`config.mk`:
```
export PLATFORM = sky130hd
export DESIGN_NAME = elevador_chamadas
export DESIGN_NICKNAME = d
export VERILOG_FILES = /design/src/rtl/elevador_pkg.sv /design/src/rtl/scan_select.sv /design/src/rtl/elevador_chamadas.sv
export SDC_FILE = /design/constraint.sdc
export NUM_CORES = 1
export LEC_CHECK = 0
export CORE_ASPECT_RATIO = 1.25
export CORE_MARGIN = 4
export CORE_UTILIZATION = 52
export DETAILED_ROUTE_END_ITERATION = 6
export GPL_ROUTABILITY_DRIVEN = 0
export PLACE_DENSITY = 0.79
export SLEW_MARGIN = 15
export SYNTH_ARGS = -nofsm -noshare
export SYNTH_HDL_FRONTEND = slang
export SYNTH_SLANG_ARGS = --single-unit
```
`constraint.sdc`:
```
create_clock -name i_clk -period 2.55 [get_ports i_clk]
set_input_delay 0.765 -clock i_clk [delete_from_list [all_inputs] [get_ports i_clk]]
set_output_delay 0.765 -clock i_clk [all_outputs]
set_load 0.05 [all_outputs]
```
`src/rtl/elevador_pkg.sv`:
```
// ---------------------------------------------------------------------------
// elevador_pkg
// Shared definitions for the elevator call scheduler:
//   - N_FLOORS / FLOOR_W : floor count and floor index width
//   - state_t            : scheduler state encoding (IDLE, DISPATCH, DOOR)
//   - onehot()           : floor index to one-hot floor mask; indices at or
//                          above N_FLOORS map to an all-zero mask
// ---------------------------------------------------------------------------
package elevador_pkg;

    localparam int N_FLOORS = 5;
    localparam int FLOOR_W  = 3;

    typedef enum logic [1:0] {
        IDLE     = 2'b00,
        DISPATCH = 2'b01,
        DOOR     = 2'b10
    } state_t;

    // An out-of-range floor matches no bit, so it can never select or clear
    // a pending call.
    function automatic logic [N_FLOORS-1:0] onehot(input logic [FLOOR_W-1:0] idx);
        logic [N_FLOORS-1:0] mask;
        mask = '0;
        for (int i = 0; i < N_FLOORS; i++) begin
            if (idx == FLOOR_W'(i)) begin
                mask[i] = 1'b1;
            end
        end
        return mask;
    endfunction

endpackage

```
`src/rtl/scan_select.sv`:
```
// ---------------------------------------------------------------------------
// scan_select
// Combinational SCAN target picker.
// Ports:
//   i_pending     : latched calls, bit i = floor i
//   i_andar_atual : current car floor
//   i_dir_up      : current sweep direction (1 = up)
//   o_target      : chosen floor
//   o_found       : a call exists away from the current floor
//   o_flip_dir    : target lies against the current sweep direction
// ---------------------------------------------------------------------------
module scan_select
    import elevador_pkg::*;
(
    input  logic [N_FLOORS-1:0] i_pending,
    input  logic [FLOOR_W-1:0]  i_andar_atual,
    input  logic                i_dir_up,
    output logic [FLOOR_W-1:0]  o_target,
    output logic                o_found,
    output logic                o_flip_dir
);

    logic [FLOOR_W-1:0] w_up_tgt;
    logic [FLOOR_W-1:0] w_dn_tgt;
    logic               w_up_found;
    logic               w_dn_found;

    // Scan upward floors from the top down so the last hit is the nearest
    // call above; scan downward floors from the bottom up so the last hit
    // is the nearest call below.
    always_comb begin
        w_up_tgt   = '0;
        w_up_found = 1'b0;
        w_dn_tgt   = '0;
        w_dn_found = 1'b0;
        for (int i = N_FLOORS - 1; i >= 0; i--) begin
            if (i_pending[i] && (FLOOR_W'(i) > i_andar_atual)) begin
                w_up_tgt   = FLOOR_W'(i);
                w_up_found = 1'b1;
            end
        end
        for (int i = 0; i < N_FLOORS; i++) begin
            if (i_pending[i] && (FLOOR_W'(i) < i_andar_atual)) begin
                w_dn_tgt   = FLOOR_W'(i);
                w_dn_found = 1'b1;
            end
        end
    end

    // Keep sweeping in the current direction while calls remain that way;
    // otherwise reverse and take the nearest call on the other side.
    always_comb begin
        o_target   = '0;
        o_found    = 1'b0;
        o_flip_dir = 1'b0;
        if (i_dir_up) begin
            if (w_up_found) begin
                o_target = w_up_tgt;
                o_found  = 1'b1;
            end else if (w_dn_found) begin
                o_target   = w_dn_tgt;
                o_found    = 1'b1;
                o_flip_dir = 1'b1;
            end
        end else begin
            if (w_dn_found) begin
                o_target = w_dn_tgt;
                o_found  = 1'b1;
            end else if (w_up_found) begin
                o_target   = w_up_tgt;
                o_found    = 1'b1;
                o_flip_dir = 1'b1;
            end
        end
    end

endmodule

```
`src/rtl/elevador_chamadas.sv`:
```
// ---------------------------------------------------------------------------
// elevador_chamadas
// Call scheduler placed in front of the elevator car controller. Latches
// floor-call buttons, picks the next target with a SCAN policy, holds a
// one-hot request until the car stops at the target, then runs a door dwell.
// Ports:
//   i_clk          : system clock, rising edge
//   i_rst_n        : asynchronous active-low reset
//   i_btn          : call buttons, level sampled each cycle
//   i_andar_atual  : current floor from the car controller
//   i_motor_up     : car controller up-motor output
//   i_motor_down   : car controller down-motor output
//   o_req          : one-hot request to the car controller (0 = none)
//   o_pending      : latched, unserved calls
//   o_door_open    : door dwell active
//   o_dir_up       : SCAN direction (1 = up)
//   o_busy         : state is not IDLE
// ---------------------------------------------------------------------------
module elevador_chamadas
    import elevador_pkg::*;
#(
    parameter int DWELL_CYCLES = 4
)(
    input  logic                i_clk,
    input  logic                i_rst_n,
    input  logic [N_FLOORS-1:0] i_btn,
    input  logic [FLOOR_W-1:0]  i_andar_atual,
    input  logic                i_motor_up,
    input  logic                i_motor_down,
    output logic [N_FLOORS-1:0] o_req,
    output logic [N_FLOORS-1:0] o_pending,
    output logic                o_door_open,
    output logic                o_dir_up,
    output logic                o_busy
);

    localparam int CNT_W = $clog2(DWELL_CYCLES + 1);
    localparam logic [CNT_W-1:0] DWELL_LOAD = CNT_W'(DWELL_CYCLES);

    state_t              r_state;
    logic [N_FLOORS-1:0] r_pending;
    logic [N_FLOORS-1:0] r_req;
    logic [FLOOR_W-1:0]  r_target;
    logic                r_dir_up;
    logic [CNT_W-1:0]    r_cnt;

    state_t              w_next_state;
    logic [N_FLOORS-1:0] w_pending_next;
    logic [N_FLOORS-1:0] w_req_next;
    logic [FLOOR_W-1:0]  w_target_next;
    logic                w_dir_next;
    logic [CNT_W-1:0]    w_cnt_next;

    logic [N_FLOORS-1:0] w_here;
    logic [N_FLOORS-1:0] w_set_mask;
    logic [N_FLOORS-1:0] w_clr;
    logic                w_arrive;
    logic [FLOOR_W-1:0]  w_scan_target;
    logic                w_scan_found;
    logic                w_scan_flip;

    scan_select u_scan (
        .i_pending     (r_pending),
        .i_andar_atual (i_andar_atual),
        .i_dir_up      (r_dir_up),
        .o_target      (w_scan_target),
        .o_found       (w_scan_found),
        .o_flip_dir    (w_scan_flip)
    );

    // Arrival needs both motors idle: the controller reports the target floor
    // on its last moving cycle too, and that cycle must not open the door.
    assign w_here   = onehot(i_andar_atual);
    assign w_arrive = (r_state == DISPATCH) && (i_andar_atual == r_target) &&
                      !i_motor_up && !i_motor_down;

    // A press at the floor being served is absorbed by the open door instead
    // of becoming a new pending call.
    assign w_set_mask = ((r_state == DOOR) || w_arrive) ? w_here : '0;

    // Next-state and datapath updates; clear takes priority over set on the
    // same pending bit.
    always_comb begin
        w_next_state  = r_state;
        w_req_next    = r_req;
        w_target_next = r_target;
        w_dir_next    = r_dir_up;
        w_cnt_next    = r_cnt;
        w_clr         = '0;

        case (r_state)
            IDLE: begin
                if ((r_pending & w_here) != '0) begin
                    w_next_state = DOOR;
                    w_clr        = w_here;
                    w_cnt_next   = DWELL_LOAD;
                end else if (w_scan_found) begin
                    w_next_state  = DISPATCH;
                    w_target_next = w_scan_target;
                    w_req_next    = onehot(w_scan_target);
                    w_dir_next    = w_scan_flip ? ~r_dir_up : r_dir_up;
                end
            end
            DISPATCH: begin
                if (w_arrive) begin
                    w_next_state = DOOR;
                    w_clr        = onehot(r_target);
                    w_req_next   = '0;
                    w_cnt_next   = DWELL_LOAD;
                end
            end
            DOOR: begin
                if ((i_btn & w_here) != '0) begin
                    w_cnt_next = DWELL_LOAD;
                end else if (r_cnt <= CNT_W'(1)) begin
                    w_next_state = IDLE;
                    w_cnt_next   = '0;
                end else begin
                    w_cnt_next = r_cnt - CNT_W'(1);
                end
            end
            default: begin
                w_next_state = IDLE;
                w_req_next   = '0;
                w_cnt_next   = '0;
            end
        endcase

        w_pending_next = (r_pending | (i_btn & ~w_set_mask)) & ~w_clr;
    end

    // State and datapath registers; reset drops the request immediately so
    // the car stops where it is.
    always_ff @(posedge i_clk or negedge i_rst_n) begin
        if (!i_rst_n) begin
            r_state   <= IDLE;
            r_pending <= '0;
            r_req     <= '0;
            r_target  <= '0;
            r_dir_up  <= 1'b1;
            r_cnt     <= '0;
        end else begin
            r_state   <= w_next_state;
            r_pending <= w_pending_next;
            r_req     <= w_req_next;
            r_target  <= w_target_next;
            r_dir_up  <= w_dir_next;
            r_cnt     <= w_cnt_next;
        end
    end

    assign o_req       = r_req;
    assign o_pending   = r_pending;
    assign o_door_open = (r_state == DOOR);
    assign o_dir_up    = r_dir_up;
    assign o_busy      = (r_state != IDLE);

endmodule

```
==> results.yml <==
grt:
  wire_length_of_the_first_global_routing_pass_mm: 6.59
  grtUsageTotal_pct: 24.4
  antenna_violations_before_repair: 0
  first_global_vias: 1526
  remaining_overflow_grt: 0
  grt_start_max_net_pins: 20
clock_network:
  cts_made_buffers: 3
  clkSinkCount: 19
  clk-insertion-delay-late_ps: 320
  htree_num_levels: 1
  clkTransAtPathRegs_ps: 100
  clock_tree.root_cell: "clkbuf_4"
  tritoncts: "built"
  max-clock-path-buffers: 2
  cts_post_setup_buffers_inserted: 0
  hold_buf_count_cts: 0
placement:
  preCtsSetupSlack_ps: -338
  dp.cells: 255
  hpwl_reported_at_the_end_of_detailed_placement_mm: 3.13
  port-buffer-count: 24
sta:
  report.final.hold_viol_count: 0
  setup_viol: 0
  fmax_mhz: 403
  finalMaxSlewViolations: 0
  slew_headroom_pct: 65.0
  min_period_over_period_pct: 97.2
  final.min_clock_period_ps: 2480
  fin_setup_tns_ps: 0
  hold-worst-slack_ps: 491
  fin_worst_skew_ps: 17.7
  grt_setup_unrepaired: "false"
  max_slew.worst_pin.slew_ps: 523
  final.setup.worst_slack_ps: 70.6
outcome:
  run_status: "finished, final reports clean"
synthesis:
  library_cell_occupying_the_most_area_in_the_post_synthesis_netlist: "dfrtp_1"
  synth-edff-count: 0
  netlist.area_leader.share_pct: 32.0
  synth.area.top_cells: "dfrtp_1, nand2_1, o21ai_0, a21oi_1, nor2_1"
  yosys.cell_types.count: 55
  ys_ff_latch: 19
  synth.yosys.seq_area_share_pct: 33.9
  asyncSetResetFlopFracSynth_pct: 100
  syn_area_per_cell_um2: 8.58
  synth_ff_type: "dfrtp_1"
  synth_cells: 164
  mappedNetlistNets: 178
  ys_warn_count: 0
  synth_area_um2: 1410
worst_setup_path:
  worstPathRequired_ps: 1790
  cp_cell_sequence: "clkdlybuf4s50_1"
  crit_arrival_ps: 1710
  crit_buf_inv: 1
  crit_path_capture_type: "primary output"
  timing.critical_path.max_delay_family: "buffers and inverters"
  timing.setup.critical_path_class: "reg2out"
  path_max_fanout: 7
  startpoint_type: "register"
  cp_slowest_cell: "clkdlybuf4s50_1"
  timing.critical_path.slowest_cell_delay_ps: 810
route:
  drt-vias-per-instance: 5.79
  routed_wirelength_mm: 3.99
  route.vias.total: 1500
  detailedRoute.firstIterationViolations: 46
  route.detailed.wl_per_inst_um: 15.4
  firstDrtPassIters: 5
  postRouteAntennaNets: 0
  detail_route.drc_violations: 0
final_layout:
  layout_common_cells: "buf_4, nand2_1, clkdlybuf4s50_1, dfrtp_1"
  antennaDiodeCount: 0
  seqCellArea_um2: 477
  mostFrequentLayoutCell: "buf_4"
  drive_gt1_share_pct: 28.3
  finalNetCount: 241
  area_growth_pct: 42.3
  layout.filler_cells: 167
  post_layout_nonfiller_instances: 259
  multi_input_comb_area_um2: 873
hold_path:
  min_path_type: "reg2reg"
power:
  power.leakage_nw: 0.877
  max-vdd-ir-drop_mv: 0.797
  totalPowerFinal_mw: 1.56
  power_density_nw_per_um2: 777
floorplan:
  initial_core_utilization_pct: 56.2
  die_outline_area_um2: 3610
  coreArea_um2: 2500
  placementRows: 20
  chip_width_um: 54.5
  io_pins: 25
  die_extent_in_y_um: 66.1
job:
  cap_viol_max_count: 0
worst min-delay path, stage by stage, from the launching register on:
cell and delay, ps:
dfrtp_1 360, nand2_1 50, o41ai_1 50
per-layer routing:
layer	part of all wire, %	wire length [um]	global-route usage (%)	vias to the layer above
met5	0	0	0	-
met4	1.4	57	5.61	0
met3	4.6	185	3.61	8
met2	52	2090	45.5	46
met1	42	1660	27.9	717
li1	-	-	-	729
path summary, 6_finish.rpt:
| kind | cells past startpoint | slack (ps) | endpoint | from |
|---|---|---|---|---|
| min reg2reg | 2 | 490 | o_req[0] | o_req[0] |
| max in group asynchronous | 2 | 1490 | o_dir_up | i_rst_n |
| min in group asynchronous | 2 | 770 | o_pending[0] | i_rst_n |
| min | 2 | 490 | o_req[0] | o_req[0] |
| max | 1 | 70 | o_dir_up | o_dir_up |
| max reg2reg | 6 | 460 | o_req[3] | o_pending[4] |
per-stage QoR:
step	cell area [um^2]	utilization (%)
floorplan	1410	-
global placement	1930	77.0
detailed placement	1930	77.0
CTS	1960	78.5
global route	2000	80.0
finish	2000	80.0
power breakdown:
part / switching (mW) / internal [mW]
logic: 0.537 / 0.366
registers: 0.0993 / 0.390
clock network: 0.103 / 0.0600
flip-flops by register name, summed over array words and instances (netlist names):
| name | cells |
|---|---|
| r_target | 3 |
| r_state | 2 |
| r_cnt | 3 |
| o_dir_up | 1 |
| o_req | 5 |
| o_pending | 5 |
cell families after synthesis:
family          count (synthesis)  synth area share [%]
xor+xnor                        2                  1.25
fa+ha+maj                       2                  1.78
mux                             3                  2.22
simple gates                   61                  23.0
buf+inv                        15                  6.58
compound gates                 62                  31.3
flops                          19                  33.9
final cells by class:
cell class / count / share of cell area [%]
Multi-Input combinational cell: 130 / 43.6
Clock inverter: 1 / 0.375
Clock buffer: 3 / 1.13
Tap cell: 33 / 2.06
Sequential cell: 19 / 23.8
Timing Repair Buffer: 64 / 27.3
Inverter: 9 / 1.69
synthesized netlist by cell type, types with 2 or more instances:
master,count
a22o_1,2
a211oi_1,2
o21ai_0,15
a31oi_1,4
o211ai_1,2
o22a_1,2
a21o_1,2
nand3_1,3
o32ai_1,2
nor2b_1,5
a21oi_1,12
o41ai_1,3
dfrtp_1,18
mux2i_1,2
o21ai_1,2
nand2b_1,2
nand2_1,20
ha_1,2
nor2_1,12
nor3_1,7
buf_6,3
inv_1,9
what timing repair did:
action	in CTS	in global routing
endpoints found under the setup margin	3	6
hold endpoints to repair	0	0
pin swaps	0	3
gates resized for setup	4	10
gates cloned	0	0
(Power assumes the default switching activity.)
